## config.mk

```make
export PLATFORM = sky130hd
export DESIGN_NAME = hazard_ctrl
export DESIGN_NICKNAME = d
export VERILOG_FILES = /design/src/rtl/hazard_ctrl.sv
export SDC_FILE = /design/constraint.sdc
export NUM_CORES = 1
export LEC_CHECK = 0
export CAP_MARGIN = 5
export CORE_MARGIN = 2
export CORE_UTILIZATION = 35
export DETAILED_ROUTE_END_ITERATION = 8
export GPL_ROUTABILITY_DRIVEN = 1
export SLEW_MARGIN = 15
export SYNTH_ARGS = -nofsm -noshare
export SYNTH_HDL_FRONTEND = slang
export SYNTH_SLANG_ARGS = --single-unit
```

## constraint.sdc

```tcl
create_clock -name clk -period 2.8 [get_ports clk]
set_clock_uncertainty 0.15 [all_clocks]
set_input_delay 0.56 -clock clk [delete_from_list [all_inputs] [get_ports clk]]
set_output_delay 0.56 -clock clk [all_outputs]
set_load 0.02 [all_outputs]
```

## src/rtl/hazard_ctrl.sv

```systemverilog
// Pipeline hazard controller: DEPTH-entry scoreboard (EX..WB), operand forwarding select,
// load-use / scoreboard stall, branch flush and saturating stall counter.
// Optional feature macro: HAZARD_FWD_EN (forwarding enabled when defined).
module hazard_ctrl #(
   parameter int unsigned DEPTH = 3,
   parameter int unsigned CNT_W = 32
) (
   input  logic             clk,
   input  logic             rst_n,
   input  logic             valid_id,
   input  logic [4:0]       rs1_id,
   input  logic [4:0]       rs2_id,
   input  logic             rs1use,
   input  logic             rs2use,
   input  logic [4:0]       rd_id,
   input  logic [1:0]       hazard_optype,
   input  logic             branch_id,
   output logic             stall_if,
   output logic             stall_id,
   output logic             bubble_ex,
   output logic             flush_if,
   output logic [1:0]       fwd_a,
   output logic [1:0]       fwd_b,
   output logic [CNT_W-1:0] stall_cnt
);

   localparam int unsigned RW = 5;

   typedef struct packed {
      logic          v;
      logic [RW-1:0] rd;
      logic          ld;
   } entry_t;

   entry_t           sb [DEPTH];
   logic [CNT_W-1:0] cnt_q;
   logic [DEPTH-2:0] m_a;
   logic [DEPTH-2:0] m_b;
   logic             load_use;
   logic             sb_hit;
   logic             stall;
   logic             push;
   logic [1:0]       sel_a;
   logic [1:0]       sel_b;

   // Source matches against every entry that can still be a hazard (WB excluded).
   always_comb begin : match
      m_a = '0;
      m_b = '0;
      for (int unsigned k = 0; k < DEPTH - 1; k++) begin
         m_a[k] = rs1use && (rs1_id != '0) && sb[k].v && (sb[k].rd == rs1_id);
         m_b[k] = rs2use && (rs2_id != '0) && sb[k].v && (sb[k].rd == rs2_id);
      end
   end

`ifdef HAZARD_FWD_EN
   // Youngest match wins; a load still in EX cannot forward, it stalls instead.
   function automatic logic [1:0] fwd_pick(input logic [1:0] m, input logic ld0,
                                           input logic ld1);
      logic [1:0] sel;
      sel = 2'b00;
      if (m[0])      sel = ld0 ? 2'b00 : 2'b01;
      else if (m[1]) sel = ld1 ? 2'b11 : 2'b10;
      return sel;
   endfunction

   always_comb begin : hazard_fwd
      load_use = sb[0].ld && (m_a[0] || m_b[0]);
      sb_hit   = 1'b0;
      for (int unsigned k = 2; k < DEPTH - 1; k++) begin
         sb_hit = sb_hit | m_a[k] | m_b[k];
      end
      sel_a = fwd_pick(m_a[1:0], sb[0].ld, sb[1].ld);
      sel_b = fwd_pick(m_b[1:0], sb[0].ld, sb[1].ld);
   end
`else
   always_comb begin : hazard_nofwd
      load_use = 1'b0;
      sb_hit   = (|m_a) || (|m_b);
      sel_a    = 2'b00;
      sel_b    = 2'b00;
   end
`endif

   assign stall = rst_n && valid_id && (load_use || sb_hit);
   assign push  = valid_id && (hazard_optype == 2'b01 || hazard_optype == 2'b10)
                  && (rd_id != '0) && !stall;

   assign stall_if  = stall;
   assign stall_id  = stall;
   assign bubble_ex = stall;
   assign flush_if  = rst_n && branch_id && !stall;
   assign fwd_a     = rst_n ? sel_a : 2'b00;
   assign fwd_b     = rst_n ? sel_b : 2'b00;
   assign stall_cnt = cnt_q;

   // Scoreboard shifts every cycle; a stalled ID injects an empty slot into EX.
   always_ff @(posedge clk or negedge rst_n) begin
      if (!rst_n) begin
         for (int unsigned k = 0; k < DEPTH; k++) sb[k] <= '0;
         cnt_q <= '0;
      end else begin
         for (int unsigned k = 1; k < DEPTH; k++) sb[k] <= sb[k-1];
         sb[0] <= '{v: push, rd: rd_id, ld: (hazard_optype == 2'b10)};
         if (stall && (cnt_q != '1)) cnt_q <= cnt_q + CNT_W'(1);
      end
   end

endmodule
```

# == Word level (Yosys, flattened, before mapping) ==
# Cells that the tools add are included.
# W data, S select, Z words.
# totals
register_bits,44
in_bits,23
output_inout_bits,40
word_cells,39
# op_classes
add_sub_neg,1
eq_ne,7
n_reduce_logical,26
# ops
op,n
$add A32 B1 Y32 const B,1
$ne A32 B32 Y1 const B,1
$eq A5 B5 Y1,4
$logic_and A1 B1 Y1,18
$reduce_bool A5 Y1,3
$reduce_or A2 Y1,2
$eq A2 B1 Y1 const B,1
$eq A2 B2 Y1 const B,1
$logic_or A1 B1 Y1,2
$logic_not A1 Y1,1

# == Depth between registers and ports, before layout ==
# logic_depth
depth_word,9
ltp_mapped,8
depth_no_buf,7

# == Worst setup path before layout ==
# No wires, ideal clock.
# synth_timing
path_kind,input to output
start,in rs1_id[1]
end,out stall_id
arrival_time_ns,1.625
required_ns,2.090
slack_ns,0.465
stages,7
n_path_buf,2
cell_sequence,xnor2_1 > nand4_1 > o22ai_1 > a22oi_2 > buf_6 > inv_1 > buf_4
# synth_between
elab_chain_cells,7
elab_cells_between_ends,11
cone_classes,eq/ne (2); reduce/logical (9)
# synth_rtl
element,line_no,source
from (decl),11,"input logic [4:0] rs1_id,"
$reduce_bool A5 Y1,51,m_a[k] = rs1use && (rs1_id != '0) && sb[k].v && (sb[k].rd == rs1_id);
$logic_and A1 B1 Y1 (3 in series),51,
$reduce_or A2 Y1 *,79,sb_hit = (|m_a) || (|m_b);
$logic_or A1 B1 Y1 *,79,
$logic_and A1 B1 Y1 *,85,assign stall = rst_n && valid_id && (load_use || sb_hit);
to (decl),19,"output logic stall_id,"
# Mark *: on every way between the ends. The rest lies on a longest branch, timed or not.

# == Worst setup path in the final report ==
# layout_timing
start,in valid_id
end,out flush_if
# layout_between
elab_chain_cells,4
# layout_rtl
element,line_no,source
from (decl),10,"input logic valid_id,"
$logic_and A1 B1 Y1 (2 in series),85,
$logic_not A1 Y1,92,assign flush_if = rst_n && branch_id && !stall;
$logic_and A1 B1 Y1,92,
to (decl),21,"output logic flush_if,"
# Every way passes these cells.

==> reports/qor.tcl <==
set qor(timing.hold.worst.class) {in2async}
set qor(setup.worst_path.class) {in2out}
set qor(maximum_root_to_sink_buffer_count) 2
set qor(floorplan.initialDensity_pct) 36.5
set qor(cts_made_buffers) 5
set qor(wire_length_of_the_first_global_routing_pass_um) 8450
set qor(globalRouteOverflowTotal) 0
set qor(setup_violations) 0
set qor(ys_seq_elements) 44
set qor(critical_path.max_stage_delay_ns) 0.55
set qor(num_vias) 1750
set qor(clkLatencyLatePin_ns) 0.29
set qor(final.period_utilization_pct) 94.3
set qor(cts-hold-fix-buffers) 0
set qor(rsz_0062_raised_after_global_routing) {false}
set qor(timing.critical_path.fanout_max) 3
set qor(placed_cells_incl_taps) 347
set qor(synthesis.area_per_instance_um2) 11.0
set qor(synth-async-reset-ratio_pct) 100
set qor(first_global_vias) 1735
set qor(final_max_slew_viol_count) 0
set qor(max_cap_violation_count) 0
set qor(tightest_slew_ns) 0.555
set qor(synth_edf_count) 0
set qor(routabilityCongestion) 0.906
set qor(slew-limit-headroom_pct) 63.0
set qor(power.leakage_nw) 1.41
set qor(row_count) 29
set qor(cts_root_buf) {clkbuf_8}
set qor(die-height_um) 85.6
set qor(gr-usage-all-layers_pct) 14.7
set qor(antenna_violations_before_repair) 1
set qor(antenna_violating_nets_post_route) 0
set qor(synth.cell_area_mm2) 0.00233
set qor(maximum_number_of_pins_on_one_net_before_global_route_repair) 45
set qor(post-route-drc-count) 0
set qor(htreeDepth) 2
set qor(cp-end-kind) {output port}
set qor(boundaryPins) 63
set qor(post_route_cells_drive_above_1_share_pct) 15.1
set qor(wl_um) 5060
set qor(synth_ff_type) {dfrtp_1}
set qor(detail_route.wl_per_cell_um) 14.2
set qor(crit_required_ns) 2.09
set qor(placeableCoreArea_mm2) 0.00639
set qor(post-place-ws_ns) -0.346
set qor(drtPass1Iterations) 4
set qor(area_growth_syn_to_layout_pct) 33.8
set qor(ys.warnings.count) 0
set qor(final_period_minus_worst_setup_slack_ns) 2.64
set qor(tritoncts) {done}
set qor(dieArea_mm2) 0.00732
set qor(diodes) 0
set qor(io_buffers) 58
set qor(worst_slack_ns) 0.158
set qor(power.ir.vdd_worst_uv) 246
set qor(clk_transition_reported_paths_ns) 0.09
set qor(crit_slowest_cell) {clkdlybuf4s50_1}
set qor(cp_data_arrival_time_ns) 1.93
set qor(total_power_per_unit_cell_area_mw_per_mm2) 414
set qor(path_cells) {clkdlybuf4s50_1 > nand3_1 > a21oi_1 > a22oi_2 > and3_1 > clkdlybuf4s15_2}
set qor(timing.critical_path.from_type) {primary input}
set qor(clock_sink_count) 44
set qor(syn_inst_count) 212
set qor(place.detailed.hpwl_um) 3660
set qor(nNetsFinal) 301
set qor(seq_area_frac_synth_pct) 47.3
set qor(outcome) {completed}
set qor(hold_viol) 0
set qor(via_per_inst) 4.93
set qor(synth.distinct_cells) 37
set qor(die_width_um) 85.6
set qor(drt_first_iter_violations) 66
set qor(max_clock_freq_mhz) 379
set qor(final_cells) 355
==> through the flow <==
step	hold slack (ns)	TNS (ns)	utilization, %	power, mW	instance area, µm²
after floorplan	0.114	0	-	0.732	2340
after global placement	0.260	-1.72	46.7	0.802	2980
after detailed placement	0.259	-1.74	46.7	0.802	2980
after CTS	0.259	0	48.6	1.31	3110
after global routing	0.284	0	48.8	1.36	3120
final	0.258	0	48.8	1.29	3120
==> synth_stat cells (2+ instances only) <==
master / number / share of area, %
a21oi_1: 2 / 0.43
and2_2: 2 / 0.64
buf_2: 2 / 0.43
buf_4: 6 / 1.9
dfrtp_1: 44 / 47
inv_1: 4 / 0.64
nand2_1: 17 / 2.7
nand3_1: 12 / 2.6
nand4_1: 9 / 2.4
nand4_2: 2 / 1.1
nor2_1: 12 / 1.9
nor3_1: 9 / 1.9
nor3_2: 9 / 3.9
nor3b_1: 2 / 0.64
nor4_1: 4 / 1.1
nor4_2: 2 / 1.1
nor4b_1: 3 / 1.1
o22ai_1: 2 / 0.54
or4_1: 2 / 0.64
xnor2_1: 23 / 8.6
xor2_1: 28 / 11
==> final timing paths <==
path	from	end	cells past startpoint	slack, ns
min in group clk	sb[20]	sb[13]	0	0.28
max in group asynchronous	rst_n	sb[9]	2	1.87
worst min-delay path	rst_n	stall_cnt[10]	2	0.26
worst max-delay path	valid_id	flush_if	6	0.16
worst max register to register	stall_cnt[0]	stall_cnt[22]	8	0.36
worst min register to register	sb[20]	sb[13]	0	0.28
==> state kept, by name, indices dropped and copies added, names as in the netlist <==
signal     cells
stall_cnt     32
sb            12
==> metal layers <==
metal	vias up	track usage, %	routed length [µm]
met5	-	0	13
met4	2	5.19	74
met3	8	4.91	315
met2	49	21.9	2340
met1	832	20.2	2320
li1	859	-	-
==> where the power goes <==
group / switching, mW / internal [mW]
logic: 0.0588 / 0.0619
registers: 0.0154 / 0.649
clock network: 0.213 / 0.292
==> cells in the final DEF (no fill, tap or decap), types with 2 or more instances in the layout <==
cell type        count
and2_2               2
dfrtp_1             44
nor2_1              12
nor4_2               2
nand3_1             12
nand4_2              2
o22ai_2              2
dlygate4sd2_1        7
or4_1                2
clkdlybuf4s50_1     43
nor3_1               9
buf_4                7
inv_1                4
a21oi_1              2
nor3_2               9
xor2_1              28
nor3b_1              2
conb_1               4
nand4_1              9
clkdlybuf4s15_1      3
nand2_1             17
dlymetal6s2s_1       3
clkbuf_8             6
nor4b_1              3
nor4_1               4
xnor2_1             23
==> repair_timing <==
| item | 4_1_cts | 5_1_grt |
|---|---|---|
| resized for setup | 15 | 6 |
| cloned | 0 | 0 |
| setup buffers | 0 | 0 |
| pin swaps | 1 | 0 |
| endpoints found under the setup margin | 4 | 4 |
==> cell type report <==
cell class                      count  area [µm²]
Tap cell                           77        96.3
Fill cell                         615        3270
Clock buffer                        6        82.6
Multi-Input combinational cell    157        1160
Clock inverter                      2        38.8
Inverter                            4        15.0
Sequential cell                    44        1100
Timing Repair Buffer               65         628
==> cell families after synthesis <==
logic type | Yosys count | share of synthesized area, %
buffers and inverters | 14 | 4.13
AO/OA/AOI/OAI | 6 | 1.99
other | 1 | 0.161
AND/OR/NAND/NOR | 93 | 25.6
XOR/XNOR | 51 | 19.2
adder cells (fa/ha/maj) | 1 | 0.537
multiplexers | 2 | 1.13
flip-flops | 44 | 47.3
==> worst max-delay path: cells and delay by family <==
family,cells,cell delay [ns]
buffers and inverters,2,0.79
and+or+nand+nor,2,0.29
AOI/OAI and AO/OA,2,0.30
No activity file was read; power rests on OpenSTA's default activity.
